File: src/rtl/jtag_pkg.sv
// Shared types and constants for the USER4 data-register channel.
//   scan_state_t : DR scan sequencer state
//   BYTE_BITS    : length of an upload scan
//   bit_cnt_w()  : counter width able to hold 0 .. result_width+1
package jtag_pkg;

    typedef enum logic {
        IDLE = 1'b0,
        SCAN = 1'b1
    } scan_state_t;

    localparam int BYTE_BITS = 8;

    // The bit counter saturates one past the readback length, so it must
    // represent result_width+1 without wrapping.
    function automatic int bit_cnt_w(input int result_width);
        return $clog2(result_width + 2);
    endfunction

endpackage

File: src/rtl/jtag_byte_fifo.sv
// Synchronous FIFO for bytes uploaded through the DR channel.
// Ports:
//   clk, rst      : clock and asynchronous active-high reset
//   push, push_data : write request and data (dropped when full unless popping)
//   pop           : read request (ignored when empty)
//   pop_data      : head entry
//   full, empty   : occupancy flags
module jtag_byte_fifo #(
    parameter int DATA_W = 8,
    parameter int DEPTH  = 4
) (
    input  logic              clk,
    input  logic              rst,
    input  logic              push,
    input  logic [DATA_W-1:0] push_data,
    input  logic              pop,
    output logic [DATA_W-1:0] pop_data,
    output logic              full,
    output logic              empty
);

    localparam int IDX_W = $clog2(DEPTH);
    localparam int PTR_W = IDX_W + 1;

    logic [DATA_W-1:0] mem [DEPTH];
    logic [PTR_W-1:0]  wr_ptr;
    logic [PTR_W-1:0]  rd_ptr;
    logic              do_push;
    logic              do_pop;

    // Extra pointer MSB distinguishes full from empty when the indices match.
    assign full  = (wr_ptr[PTR_W-1] != rd_ptr[PTR_W-1]) &&
                   (wr_ptr[IDX_W-1:0] == rd_ptr[IDX_W-1:0]);
    assign empty = (wr_ptr == rd_ptr);

    // A pop in the same cycle frees the slot, so a push on full still lands.
    assign do_pop  = pop && !empty;
    assign do_push = push && (!full || do_pop);

    assign pop_data = mem[rd_ptr[IDX_W-1:0]];

    always_ff @(posedge clk or posedge rst) begin
        if (rst) begin
            wr_ptr <= '0;
            rd_ptr <= '0;
        end else begin
            if (do_push) wr_ptr <= wr_ptr + PTR_W'(1);
            if (do_pop)  rd_ptr <= rd_ptr + PTR_W'(1);
        end
    end

    always_ff @(posedge clk) begin
        if (do_push) mem[wr_ptr[IDX_W-1:0]] <= push_data;
    end

endmodule

File: src/rtl/jtag_dr_channel.sv
// USER4 DR channel: sequences capture/shift/update scans from the BSCAN
// primitive into a byte upload stream and a result readback path.
// Everything runs on tck.
// Ports:
//   tck, test_logic_reset       : JTAG clock, asynchronous active-high reset
//   ir_is_user                  : IR holds USER4; gates every DR strobe
//   capture_dr/shift_dr/update_dr, tdi, tdo : TAP strobes and serial data
//   byte_valid/byte_data/byte_ready : inbound byte stream (FIFO head)
//   result_data/result_valid    : solver result captured for readback
//   overflow, scan_error        : sticky error flags
//   byte_count                  : bytes accepted into the FIFO, wrapping
//
// state | meaning
// IDLE  | no scan open; update_dr is ignored
// SCAN  | captured, shifting; update_dr closes the scan and classifies it
module jtag_dr_channel
    import jtag_pkg::*;
#(
    parameter int                      RESULT_WIDTH = 64,
    parameter int                      FIFO_DEPTH   = 4,
    parameter logic [RESULT_WIDTH-1:0] PENDING_WORD = '1
) (
    input  logic                    tck,
    input  logic                    test_logic_reset,
    input  logic                    ir_is_user,
    input  logic                    capture_dr,
    input  logic                    shift_dr,
    input  logic                    update_dr,
    input  logic                    tdi,
    output logic                    tdo,
    output logic                    byte_valid,
    output logic [7:0]              byte_data,
    input  logic                    byte_ready,
    input  logic [RESULT_WIDTH-1:0] result_data,
    input  logic                    result_valid,
    output logic                    overflow,
    output logic                    scan_error,
    output logic [31:0]             byte_count
);

    localparam int               CNT_W    = bit_cnt_w(RESULT_WIDTH);
    localparam logic [CNT_W-1:0] CNT_SAT  = CNT_W'(RESULT_WIDTH + 1);
    localparam logic [CNT_W-1:0] CNT_BYTE = CNT_W'(BYTE_BITS);
    localparam logic [CNT_W-1:0] CNT_WORD = CNT_W'(RESULT_WIDTH);

    scan_state_t             state;
    logic [RESULT_WIDTH-1:0] shift_q;
    logic [7:0]              rx_q;
    logic [CNT_W-1:0]        bit_cnt;

    logic fifo_push;
    logic fifo_pop;
    logic fifo_full;
    logic fifo_empty;
    logic push_accepted;
    logic scan_close;

    // capture_dr has priority, so a simultaneous capture restarts rather than closes.
    assign scan_close = (state == SCAN) && ir_is_user && update_dr && !capture_dr;

    // Push is combinational so the byte lands in the FIFO on the update edge itself.
    assign fifo_push     = scan_close && (bit_cnt == CNT_BYTE);
    assign fifo_pop      = byte_valid && byte_ready;
    assign push_accepted = fifo_push && (!fifo_full || fifo_pop);

    assign byte_valid = !fifo_empty;
    assign tdo        = shift_q[0];

    jtag_byte_fifo #(
        .DATA_W (8),
        .DEPTH  (FIFO_DEPTH)
    ) u_fifo (
        .clk       (tck),
        .rst       (test_logic_reset),
        .push      (fifo_push),
        .push_data (rx_q),
        .pop       (fifo_pop),
        .pop_data  (byte_data),
        .full      (fifo_full),
        .empty     (fifo_empty)
    );

    always_ff @(posedge tck or posedge test_logic_reset) begin
        if (test_logic_reset) begin
            state      <= IDLE;
            shift_q    <= '0;
            rx_q       <= '0;
            bit_cnt    <= '0;
            overflow   <= 1'b0;
            scan_error <= 1'b0;
            byte_count <= '0;
        end else begin
            if (push_accepted)              byte_count <= byte_count + 32'd1;
            if (fifo_push && !push_accepted) overflow  <= 1'b1;

            if (ir_is_user) begin
                case (state)
                    IDLE: begin
                        if (capture_dr) begin
                            shift_q <= result_valid ? result_data : PENDING_WORD;
                            bit_cnt <= '0;
                            state   <= SCAN;
                        end
                    end
                    SCAN: begin
                        if (capture_dr) begin
                            shift_q <= result_valid ? result_data : PENDING_WORD;
                            bit_cnt <= '0;
                        end else if (update_dr) begin
                            state <= IDLE;
                            if ((bit_cnt != CNT_BYTE) && (bit_cnt != CNT_WORD))
                                scan_error <= 1'b1;
                        end else if (shift_dr) begin
                            shift_q <= {tdi, shift_q[RESULT_WIDTH-1:1]};
                            rx_q    <= {tdi, rx_q[7:1]};
                            // Saturation keeps long scans from wrapping back onto a valid length.
                            if (bit_cnt != CNT_SAT) bit_cnt <= bit_cnt + CNT_W'(1);
                        end
                    end
                endcase
            end
        end
    end

endmodule
File: config.mk
export PLATFORM = sky130hd
export DESIGN_NAME = jtag_dr_channel
export DESIGN_NICKNAME = d
export VERILOG_FILES = /design/src/rtl/jtag_pkg.sv /design/src/rtl/jtag_byte_fifo.sv /design/src/rtl/jtag_dr_channel.sv
export SDC_FILE = /design/constraint.sdc
export NUM_CORES = 1
export LEC_CHECK = 0
export ABC_AREA = 1
export CAP_MARGIN = 20
export CORE_ASPECT_RATIO = 1.25
export CORE_MARGIN = 5
export CORE_UTILIZATION = 49
export DETAILED_ROUTE_END_ITERATION = 8
export GPL_ROUTABILITY_DRIVEN = 0
export PLACE_DENSITY_LB_ADDON = 0.2
export SYNTH_ARGS = -nofsm -noshare
export SYNTH_HDL_FRONTEND = slang
export SYNTH_SLANG_ARGS = --single-unit
File: constraint.sdc
create_clock -name tck -period 3.5 [get_ports tck]
set_input_delay 0.525 -clock tck [delete_from_list [all_inputs] [get_ports tck]]
set_output_delay 0.525 -clock tck [all_outputs]
set_load 0.01 [all_outputs]
### Word level (Yosys, flattened, before mapping)

Memory sizes are Yosys's and may differ from the RTL's.
Cells that the tools add are included.

* flip-flop bits (word level): 120
* bits in writable memories: 32
* bits of input ports: 73
* memories: 1

* reduce and logical (&&, ||, !) cells: 21
* bitwise logic cells: 3
* $add $sub $neg: 4
* equal/unequal tests: 11
* multiplexer cells: 18

Memory list
* u_fifo.mem: depth 4, bits a word 8, rd ports 1, clocked after memory_dff 0, wr ports 1, line jtag_byte_fifo.sv:25 `logic [DATA_W-1:0] mem [DEPTH];`

Operators by type and width (number)
* 64-bit 2-to-1 mux: 5
* 64-bit case mux with 2 select lines: 1
* 7-bit 2-to-1 mux: 5
* 32-bit by 1-bit adder with 32-bit output (second input constant): 1
* 5-bit AND reduction: 3
* 7-bit != test (second input constant): 2
* 7-bit case mux with 2 select lines: 1
* 1-bit logical AND: 11
* 7-bit by 1-bit adder with 7-bit output (second input constant): 1
* 7-bit by 4-bit equality test with 1-bit output (second input constant): 1
* 7-bit by 4-bit != test with 1-bit output (second input constant): 1
* 3-bit by 1-bit adder with 3-bit output (second input constant): 2
* 3-bit != test (second input constant): 2
* 1-bit 2-to-1 mux: 5
* 1-bit zero test: 4
* 4-bit AND reduction: 1
* 3-bit equality test: 1
* 3-bit by 2-bit != test with 1-bit output (second input constant): 1
* 1-bit NOT: 3
* 2-bit equality test: 1
* 1-bit logical OR: 2
* 2-bit != test (second input constant): 1
* 1-bit case mux with 2 select lines: 1
* 1-bit != test: 1

### Logic depth before layout (Yosys ltp)

* word-level depth: 8
* depth in mapped cells: 12
* mapped depth without buffers: 11

### Hierarchy

A second synthesis with hierarchy kept.

* cells, all modules: 1034
* area, all modules: 8139.1 µm²

Modules (own cells, without submodules)
* jtag_dr_channel: sequential area each 2852.7 µm², area each 6480.0 µm², cells an instance 896, times used 1
* jtag_byte_fifo: sequential area each 1111.1 µm², area each 1659.1 µm², cells an instance 138, times used 1

### Worst setup path after synthesis

OpenSTA, ideal clock, no wires.

* kind: reg2reg
* start point: register bit_cnt[0]
* end point: memory u_fifo.mem[1][0], enable pin
* cell stages (with the launch flop): 10
* period minus slack after synthesis: 1.970 ns
* data required time: 3.129 ns
* arrival time: 1.599 ns
* path slack: 1.530 ns
* setup time: 0.371 ns
* path through: dfrtp_1 > inv_1 > ha_1 > nand2_1 > inv_1 > nand3_1 > nor2_2 > nand2_2 > buf_6 > nor2_1

* cells in the longest elaborated chain, start to end: 5

Ends and longest elaborated chain
* from (decl): line jtag_dr_channel.sv:49 `logic [CNT_W-1:0] bit_cnt;`
* from (signal assigned): line jtag_dr_channel.sv:117 `if (bit_cnt != CNT_SAT) bit_cnt <= bit_cnt + CNT_W'(1);`
* 7-bit by 4-bit equality test with 1-bit output: line jtag_dr_channel.sv:62 `assign fifo_push = scan_close && (bit_cnt == CNT_BYTE);`
* 1-bit logical AND: line jtag_dr_channel.sv:62
* 1-bit logical AND: line jtag_byte_fifo.sv:38 `assign do_push = push && (!full || do_pop);`
* 1-bit 2-to-1 mux: line jtag_byte_fifo.sv:53 `if (do_push) mem[wr_ptr[IDX_W-1:0]] <= push_data;`
* 1-bit 2-to-1 mux (not written as such): line jtag_byte_fifo.sv:53
* to (decl): line jtag_byte_fifo.sv:25

Every way passes these cells.

### Worst setup path after layout

* start point: register u_fifo.rd_ptr[0]
* end point: output byte_data[2]

* cells in the longest elaborated chain, start to end: 1

Ends and longest elaborated chain
* from (decl): line jtag_byte_fifo.sv:27 `logic [PTR_W-1:0] rd_ptr;`
* from (signal assigned): line jtag_byte_fifo.sv:48 `if (do_pop) rd_ptr <= rd_ptr + PTR_W'(1);`
* memory read 4 x 8 bit
* to (decl): line jtag_dr_channel.sv:32 `output logic [7:0] byte_data,`

Every way passes these cells.

==> impl_metrics.toml <==
[run_status]
run_status = "complete, no violations"

[sta]
slew-limit-headroom = 0.349
worst-slew-pin-transition_ps = 970
achievable-frequency_mhz = 361
fin_crit_sh = 0.792
shortest_clock_period_the_worst_path_allows_after_layout_ps = 2770
hold_slack_ps = 475
setup_viol_count_final = 0
slew_viol_final = 0
fin_tns_setup_ps = 0
final.setup_skew_ps = 7.44
finalHoldViolations = 0
grt_setup_unrepaired = "no"

[setup_path]
worstPathCellList = "inv_2 > buf_4 > o21ai_0 > o22ai_1 > clkdlybuf4s50_1"
cp-end-kind = "output port"
worst_path_largest_cell_delay_ps = 750
required_ps = 2970
arrival_ps = 2250
setup.worst_path.class = "reg -> out"
slowest_stage = "dfrtp_1"
critical_path.top_delay_family = "buffers and inverters"
crit_path_max_fanout = 20
type_of_element_launching_the_critical_path = "flop"
path_buf_inv = 3

[drt]
drc = 0
wl_per_cell_um = 13.9
vias = 6199
drt_first_pass_iters = 4
ant_nets = 0
drt-vias-per-instance = 5.24
dr.first_iter.drc_count = 396
totalWireLength_um = 16500

[placed_design]
hpwlAfterDp_um = 11100
number_of_i_o_port_buffers = 116

[logic_synthesis]
synth.area.mux_share = 0
synth_top_cell_area_share = 0.402
synth_top_family_by_area = "simple AND/OR/NAND/NOR gates"
post_synth_edffs = 32
count_of_state_elements_after_synthesis = 152
synth-compound-area-share = 0.136
synthTopCellsByArea = "dfrtp_1 (40%), edfxtp_1 (13%), nand2_1 (11%)"
synthDistinctLibCells = 34
synth_ff_type = "dfrtp_1"
synthesis.instances = 891
synth-async-reset-ratio = 0.789
synth-simple-area-share = 0.241
adder_cell_area_share_of_the_yosys_netlist = 0.0151
synth.net_count = 973
synth.largest_area_cell = "dfrtp_1"
yosysSeqAreaShare = 0.531
synth_area_per_cell_sq_um = 8.38
yosysWarningCount = 0
yosys.area_share.xor_xnor = 0.0139
post_synth_instance_area_sq_um = 7470

[finish]
nets = 1069
synthToLayoutAreaGrowth_pct = 25.0
multiInputGateArea_sq_um = 3040
regArea_sq_um = 3960
nFillCells = 1303
layout-drive-gt1-share = 0.0630
antenna-diode-count = 0

[power_and_ir_drop]
p_int_mw = 3.68
power.density_nw_per_um2 = 550
sequentialPowerShare = 0.436
power.share.switching = 0.283
power_leakage_nw = 3.76
pwr-share-clk = 0.387
switching_power_mw = 1.45
comb_power_share = 0.177
vdd.ir_drop.worst_uv = 273

[floorplanning]
initial_core_util = 0.499
i_o_pin_total = 117
die_height_um = 148
coreArea_sq_um = 15000
fp-row-count = 50
die-area_sq_um = 17800
die-width_um = 120

[cts]
numClockSinks = 152
cts_root_buffer = "clkbuf_16"
worstSkewPairLatency_ps = 420
cts.htree.levels = 4
cts_repair_resizes = 0
clock_tree.buffer_depth = 2
cts_setup_buffers = 0
clkTransAtPathRegs_ps = 60
numCtsBuffers = 17
tritoncts = "done"
cts_hold_repair.buffers = 0

[worst_hold_path]
hold_path.class = "reg -> reg"

[global_routing]
grt_util_all_layers = 0.189
grt_pass1_vias = 5772
grt_antenna_before_repair = 0
grt_max_degree = 121
grt_overflow_total = 0
grt_pass1_wl_um = 27700

[run]
drv.max_cap_violation_count = 0
-- layout make-up --
cell class | count | area share
clock buffer | 17 | 0.0456
clock inverter | 15 | 0.0235
inverter | 59 | 0.0241
multi-input combinational | 634 | 0.325
sequential | 152 | 0.425
tap | 182 | 0.0244
timing repair buffer | 123 | 0.133
-- sequential cells by signal (all words and copies together) (netlist names) --
| register | cells |
|---|---|
| u_fifo.mem | 32 |
| shift_q | 64 |
| u_fifo.rd_ptr | 3 |
| bit_cnt | 7 |
| u_fifo.wr_ptr | 3 |
| byte_count | 32 |
| scan_error | 1 |
| rx_q | 8 |
| state | 1 |
| overflow | 1 |
-- cells in the mapped netlist (8+ instances only) --
master / instances
o21ai_1: 13
o22ai_1: 8
nor2_1: 138
nand2_1: 218
o21ai_0: 92
ha_1: 9
a31oi_1: 64
dfrtp_1: 120
edfxtp_1: 32
buf_2: 11
nand4_1: 16
inv_1: 52
nand3b_1: 11
clkbuf_1: 20
nand3_1: 30
-- layer usage --
metal  GRT usage  routed length (um)  vias up  share of wire
li1            -                   -     3166              -
met1       0.262                7570     2877           0.46
met2       0.301                7890      138           0.48
met3      0.0371                 769       18          0.047
met4      0.0607                 257        0          0.016
met5           0                   0        -              0
-- per-stage QoR --
step / power (mW) / instance area, sq um / std cells / utilization / worst slack [ps]
6_report: 5.13 / 9340 / 1182 / 0.624 / 729
3_3_place_gp: 3.17 / 8690 / 1150 / 0.581 / 691
5_1_grt: 5.42 / 9340 / 1182 / 0.624 / 565
4_1_cts: 5.18 / 9340 / 1182 / 0.624 / 691
3_5_place_dp: 3.19 / 8690 / 1150 / 0.581 / 608
2_1_floorplan: 2.80 / 7470 / 891 / - / 1510
-- cell usage in the layout, fill, tap and decap left out, drive strengths merged, types with 17 or more instances in the layout --
| master | synthesis | final |
|---|---|---|
| clkbuf | 21 | 17 |
| o21ai | 105 | 105 |
| nand3 | 31 | 31 |
| inv | 58 | 61 |
| nor2 | 148 | 148 |
| dfrtp | 120 | 120 |
| nand2 | 222 | 222 |
| a31oi | 64 | 64 |
| clkdlybuf4s50 | 0 | 116 |
| edfxtp | 32 | 32 |
-- power groups by stage --
stage                     clock, mW  sequential, mW  combinational [mW]
after global placement            0            2.26               0.908
after detailed placement          0            2.27               0.920
final                          1.99            2.24               0.909
after CTS                      2.01            2.24               0.922
after floorplan                   0            2.18               0.621
after global routing           2.11            2.27                1.03
-- cells by family (layout without fill, tap and decap cells) --
logic type | count (synthesis) | in the layout
adder cells (fa/ha/maj) | 9 | 9
XOR/XNOR | 11 | 11
buffers and inverters | 105 | 214
AO/OA/AOI/OAI | 183 | 183
AND/OR/NAND/NOR | 431 | 431
flip-flops | 152 | 152
-- path summary, 6_finish.rpt --
check | from | endpoint | slack, ps | depth (start not counted)
max in group asynchronous | test_logic_reset | shift_q[14]$_DFFE_PP0P_ | 2360 | 3
min in group asynchronous | test_logic_reset | shift_q[0]$_DFFE_PP0P_ | 610 | 3
max | u_fifo.rd_ptr[0]$_DFFE_PP0P_ | byte_data[2] | 730 | 5
max reg2reg | u_fifo.rd_ptr[1]$_DFFE_PP0P_ | u_fifo.mem[0][2]$_DFFE_PP_ | 880 | 7
min reg2reg | overflow$_DFFE_PP0P_ | overflow$_DFFE_PP0P_ | 480 | 1
min | overflow$_DFFE_PP0P_ | overflow$_DFFE_PP0P_ | 480 | 1
Note: power is estimated with default switching activity, not from simulation.
